**src/rtl/tdc_pkg.sv**
```systemverilog
// Shared types and constants for the drift-tube TDC event builder.
package tdc_pkg;

  typedef enum logic [1:0] {
    StIdle   = 2'd0,
    StWindow = 2'd1,
    StDrain  = 2'd2
  } tdc_state_e;

  localparam logic HDR_TAG = 1'b1;
  localparam logic HIT_TAG = 1'b0;

  // All-ones sentinel for a channel with no hit; sliced to TW bits by users.
  localparam logic [127:0] TIME_NONE = '1;

  function automatic int calc_ch_w(input int nch);
    return (nch <= 2) ? 1 : $clog2(nch);
  endfunction

  function automatic int calc_out_w(input int nch, input int tw);
    return 1 + calc_ch_w(nch) + tw;
  endfunction

endpackage

```
**src/rtl/tdc_sync_edge.sv**
```systemverilog
// Two-flop synchroniser followed by a registered rising-edge detector.
module tdc_sync_edge (
  input  logic i_clk,
  input  logic i_rst,
  input  logic i_async,
  output logic o_pulse
);

  logic r_meta;
  logic r_sync;
  logic r_prev;
  logic r_pulse;

  always_ff @(posedge i_clk or posedge i_rst) begin
    if (i_rst) begin
      r_meta  <= 1'b0;
      r_sync  <= 1'b0;
      r_prev  <= 1'b0;
      r_pulse <= 1'b0;
    end else begin
      r_meta  <= i_async;
      r_sync  <= r_meta;
      r_prev  <= r_sync;
      r_pulse <= r_sync & ~r_prev;
    end
  end

  assign o_pulse = r_pulse;

endmodule

```
**src/rtl/tube_tdc_event_builder.sv**
```systemverilog
// Drift-tube TDC event builder: trigger window, first-edge capture, serialised FIFO output.
// Optional zero suppression of no-hit channels via `TDC_ZERO_SUPPRESS_EN.
module tube_tdc_event_builder
  import tdc_pkg::*;
#(
  parameter int NCH   = 32,
  parameter int TW    = 8,
  parameter int WIN   = 32,
  parameter int DEPTH = 64,
  localparam int CH_W  = calc_ch_w(NCH),
  localparam int OUT_W = calc_out_w(NCH, TW)
) (
  input  logic             clk100,
  input  logic             rst,
  input  logic [NCH-1:0]   tube_in,
  input  logic             scin_coin,
  output logic [OUT_W-1:0] out_data,
  output logic             out_valid,
  input  logic             out_ready,
  output logic             busy,
  output logic             overflow,
  output logic [7:0]       drop_cnt
);

  localparam int AW = $clog2(DEPTH);
  localparam logic [AW:0]     FULL_CNT = (AW + 1)'(DEPTH);
  localparam logic [TW-1:0]   WIN_LAST = TW'(WIN - 1);
  localparam logic [CH_W-1:0] IDX_LAST = CH_W'(NCH - 1);
  localparam logic [TW-1:0]   T_NONE   = TIME_NONE[TW-1:0];

  logic [NCH-1:0] w_tube_pulse;
  logic           w_trig;

  for (genvar g = 0; g < NCH; g++) begin : g_tube
    tdc_sync_edge u_sync (
      .i_clk   (clk100),
      .i_rst   (rst),
      .i_async (tube_in[g]),
      .o_pulse (w_tube_pulse[g])
    );
  end

  tdc_sync_edge u_trig_sync (
    .i_clk   (clk100),
    .i_rst   (rst),
    .i_async (scin_coin),
    .o_pulse (w_trig)
  );

  tdc_state_e       r_state;
  logic [TW-1:0]    r_cntr;
  logic [NCH-1:0]   r_hit;
  logic [TW-1:0]    r_time [NCH];
  logic             r_hdr_phase;
  logic [CH_W-1:0]  r_idx;
  logic [OUT_W-2:0] r_evt_num;
  logic             r_overflow;
  logic [7:0]       r_drop_cnt;

  logic [OUT_W-1:0] r_mem [DEPTH];
  logic [AW-1:0]    r_wptr;
  logic [AW-1:0]    r_rptr;
  logic [AW:0]      r_count;

  logic             w_full;
  logic             w_wr_en;
  logic [OUT_W-1:0] w_wr_data;
  logic             w_pop;

  assign w_full = (r_count == FULL_CNT);
  assign w_pop  = (r_count != '0) && out_ready;

  always_comb begin
    w_wr_en   = 1'b0;
    w_wr_data = '0;
    if (r_state == StDrain) begin
      if (r_hdr_phase) begin
        w_wr_en   = !w_full;
        w_wr_data = {HDR_TAG, r_evt_num};
      end else begin
`ifdef TDC_ZERO_SUPPRESS_EN
        w_wr_en   = !w_full && r_hit[r_idx];
`else
        w_wr_en   = !w_full;
`endif
        w_wr_data = {HIT_TAG, r_idx, r_time[r_idx]};
      end
    end
  end

  always_ff @(posedge clk100 or posedge rst) begin
    if (rst) begin
      r_state     <= StIdle;
      r_cntr      <= '0;
      r_hit       <= '0;
      r_hdr_phase <= 1'b1;
      r_idx       <= '0;
      r_evt_num   <= '0;
      for (int i = 0; i < NCH; i++) r_time[i] <= T_NONE;
    end else begin
      case (r_state)
        StIdle: begin
          if (w_trig) begin
            r_state <= StWindow;
            r_cntr  <= '0;
            r_hit   <= '0;
            for (int i = 0; i < NCH; i++) r_time[i] <= T_NONE;
          end
        end
        StWindow: begin
          r_cntr <= r_cntr + 1'b1;
          for (int i = 0; i < NCH; i++) begin
            if (w_tube_pulse[i] && !r_hit[i]) begin
              r_time[i] <= r_cntr;
              r_hit[i]  <= 1'b1;
            end
          end
          if (r_cntr == WIN_LAST) begin
            r_state     <= StDrain;
            r_hdr_phase <= 1'b1;
            r_idx       <= '0;
          end
        end
        StDrain: begin
          // A full FIFO freezes the walk so no word is skipped.
          if (!w_full) begin
            if (r_hdr_phase) begin
              r_hdr_phase <= 1'b0;
            end else if (r_idx == IDX_LAST) begin
              r_state   <= StIdle;
              r_evt_num <= r_evt_num + 1'b1;
            end else begin
              r_idx <= r_idx + 1'b1;
            end
          end
        end
        default: r_state <= StIdle;
      endcase
    end
  end

  always_ff @(posedge clk100 or posedge rst) begin
    if (rst) begin
      r_overflow <= 1'b0;
      r_drop_cnt <= '0;
    end else if (w_trig && (r_state != StIdle)) begin
      r_overflow <= 1'b1;
      if (r_drop_cnt != 8'hFF) r_drop_cnt <= r_drop_cnt + 1'b1;
    end
  end

  always_ff @(posedge clk100) begin
    if (w_wr_en) r_mem[r_wptr] <= w_wr_data;
  end

  always_ff @(posedge clk100 or posedge rst) begin
    if (rst) begin
      r_wptr  <= '0;
      r_rptr  <= '0;
      r_count <= '0;
    end else begin
      if (w_wr_en) r_wptr <= r_wptr + 1'b1;
      if (w_pop)   r_rptr <= r_rptr + 1'b1;
      case ({w_wr_en, w_pop})
        2'b10:   r_count <= r_count + 1'b1;
        2'b01:   r_count <= r_count - 1'b1;
        default: r_count <= r_count;
      endcase
    end
  end

  assign out_data  = r_mem[r_rptr];
  assign out_valid = (r_count != '0);
  assign busy      = (r_state != StIdle);
  assign overflow  = r_overflow;
  assign drop_cnt  = r_drop_cnt;

endmodule
```
**config.mk**
```make
export PLATFORM = sky130hd
export DESIGN_NAME = tube_tdc_event_builder
export DESIGN_NICKNAME = d
export VERILOG_FILES = /design/src/rtl/tdc_pkg.sv /design/src/rtl/tdc_sync_edge.sv /design/src/rtl/tube_tdc_event_builder.sv
export SDC_FILE = /design/constraint.sdc
export NUM_CORES = 2
export LEC_CHECK = 0
export ABC_AREA = 0
export CORE_AREA = 2 2 430 432
export DETAILED_ROUTE_END_ITERATION = 16
export DIE_AREA = 0 0 432 434
export PLACE_DENSITY_LB_ADDON = 0.15
export SETUP_SLACK_MARGIN = 0.3
export SKIP_CTS_REPAIR_TIMING = 1
export SLEW_MARGIN = 20
export SYNTH_ARGS = -nofsm -noshare
export SYNTH_HDL_FRONTEND = slang
export SYNTH_SLANG_ARGS = --single-unit
```
**constraint.sdc**
```tcl
create_clock -name clk100 -period 30.7 [get_ports clk100]
set_input_delay 7.675 -clock clk100 [delete_from_list [all_inputs] [get_ports clk100]]
set_output_delay 7.675 -clock clk100 [all_outputs]
set_load 0.01 [all_outputs]
```
==> results.cfg <==
[global_route]
grt_pass1_vias = 29500
globalRouteTotalUtil_pct = 16.2
grt_max_degree = 109
grt_overflow = 0
grt_pass1_wl_um = 219000
antenna_found_initial = 3

[synth]
synthDistinctLibCells = 66
synth_area_mm2 = 0.0545
synth_ff_type = edfxtp_1
syn-instance-count = 3088
ys_ff_latch = 1373
async_flop_share_pct = 34.7
synth-seq-area-share_pct = 71.9
avgSynthCellArea_um2 = 17.6
synth_nets = 3138
ys_warn_count = 0
synth_edf_count = 896

[route]
vias_per_cell = 4.89
drc = 0
drt_iter0_markers = 2209
highest_layer = met4
vias = 28200
met2_wirelength_um = 70900
wl_met1_um = 70300
dr.pass1.iters = 5
wl_per_cell_um = 26.2
ant_nets = 0
wl_um = 151000
wl_met3_um = 6030

[critical_path]
cp.arrival_ps = 6230
crit_type = reg -> out
cp-start-kind = flop
cp.required_ps = 23030
crit_fanout = 38
crit_path_start = r_rptr[0]
r2r-start = r_state[0]
endpoint_kind = output pin

[sta]
relSlewSlack_pct = 22.5
finalHoldViolations = 0
slew_violations = 0
fmax_ghz = 0.0719
finalSetupTns_ps = 0
finalClockSkew_ps = 72.3
post-route-min-period_ps = 13900
worst-slew-pin-transition_ps = 1160
setup_violations = 0
period_share_pct = 45.3
rsz0062_at_grt = false

[flow_run]
maxCapViolCount = 0

[floorplanning]
die_area_mm2 = 0.187
fp-row-count = 157
initial_core_util_pct = 29.9
die_w_um = 432
io-pin-count = 61
dieHeight_um = 434
core_mm2 = 0.182

[cts]
clkLatencyLatePin_ps = 820
htree_levels = 4
clkTransAtPathRegs_ps = 60
clkSinkCount = 1373
cts_tree = built
numCtsBuffers = 155
root_buffer = clkbuf_16
cts_buffer_depth = 3

[layout]
seq_area_mm2 = 0.0392
drive_gt1_share_pct = 34.4
multi_input_area_mm2 = 0.0146
final_area_mm2 = 0.0633
fin_util_pct = 34.7
fin_nets = 3299
area_delta_synth_final_pct = 16.3
fillCellCount = 17300

[run_status]
status = completed

[power]
ir_drop_uv = 69.8
total_power_mw = 6.35
power_density_mw_per_mm2 = 100
p_leak_nw = 21.6

[worst_hold_path]
hold_class = reg -> reg
worstHoldStart = g_tube[7].u_sync.r_meta

[placement]
gp_congestion = 0.795
dp_hpwl_um = 89600
portBuffers = 60
dpl_cell_area_mm2 = 0.0583
-- per-layer routing --
layer	GRT usage (%)	vias up
met3	2.47	212
met5	0	-
met4	4.63	0
met1	23.1	15100
met2	25.7	607
li1	-	12300
-- worst paths after layout --
path / end / slack [ps] / cells after the start
min reg2reg: g_tube[7].u_sync.r_sync / 350 / 0
max reg2reg: r_mem[43][1] / 26140 / 7
min: g_tube[7].u_sync.r_sync / 350 / 0
min in group asynchronous: g_tube[20].u_sync.r_meta / 7460 / 2
max in group asynchronous: drop_cnt[2] / 20280 / 5
max: out_data[9] / 16800 / 8
-- critical path, cell delays in order (launching register included) --
cell             delay [ps]
dfrtp_4                 810
buf_4                   670
buf_4                   670
buf_4                   720
or3b_1                  720
o22ai_1                 120
a2111oi_0               990
nor4_1                  140
clkdlybuf4s50_1         540
-- Yosys cell counts (all sizes together) (46+ instances only) --
library cell  instances  area [µm²]
edfxtp              896       26900
mux2i               127        1270
clkbuf               74         278
nor2                240         971
nand2               153         574
nor2b                46         288
dfstp               257        6750
mux2                258        2910
mux4                222        5000
dfrtp               220        5510
a21oi                77         385
buf                  95         597
-- power breakdown --
part           internal, mW  switching (mW)  leakage (nW)
clock                  1.06           0.776          2.47
sequential             2.48           0.167          13.6
combinational         0.701            1.17          5.56
-- registers in the layout (all words and copies together), names as in the netlist, 2 cells and up --
signal / cells
r_mem: 896
r_time: 256
g_tube.u_sync.o_pulse: 32
g_tube.u_sync.r_meta: 32
g_tube.u_sync.r_prev: 32
g_tube.u_sync.r_sync: 32
r_hit: 32
r_evt_num: 13
drop_cnt: 8
r_cntr: 8
r_count: 7
r_rptr: 6
r_wptr: 6
r_idx: 5
r_state: 2
-- cell type report --
type | count | share of cell area, %
sequential | 1373 | 61.9
multi-input combinational | 1525 | 23.0
clock buffer | 204 | 6.63
tap | 2385 | 4.71
timing repair buffer | 173 | 2.29
clock inverter | 82 | 1.36
inverter | 21 | 0.136
antenna | 3 | 0.0119
-- cells in the final DEF (no fill, tap or decap), drive strengths merged, types with 7 or more instances in the layout --
master,instances
edfxtp,896
inv,28
o221ai,11
o21ai,32
nand4,13
a221oi,10
clkbuf,204
nand2b,15
clkinv,61
nor3,16
and2,9
a211oi,9
nor4,8
bufinv,11
mux2,258
ha,13
clkdlybuf4s50,60
buf,113
a21oi,77
nand3b,7
xnor2,22
a21o,30
mux4,222
o22ai,44
dfrtp,220
a31oi,16
nor2b,46
xor2,12
nand2,153
nand3,23
a221o,7
mux2i,127
a22o,10
a211o,10
a2111oi,18
nor2,240
dfstp,257
a22oi,14
and3,7
-- stage by stage --
stage               cells  hold WS, ps  setup WS (ps)
floorplan            3088          331          10140
global placement     5477          332          17330
detailed placement   5477          335          17400
CTS                  5763          349          16530
global route         5763          352          16360
finish               5766          347          16800
-- logic make-up after synthesis --
family	Yosys count	synth area share [%]
adders and majority gates	14	0.335
muxes	607	16.8
DFF	1373	71.9
AOI/OAI and AO/OA	315	3.94
xor gates and xnor gates	34	0.547
buffers and inverters	190	1.75
and+or+nand+nor	555	4.70
Note: power is estimated with default switching activity, not from simulation.
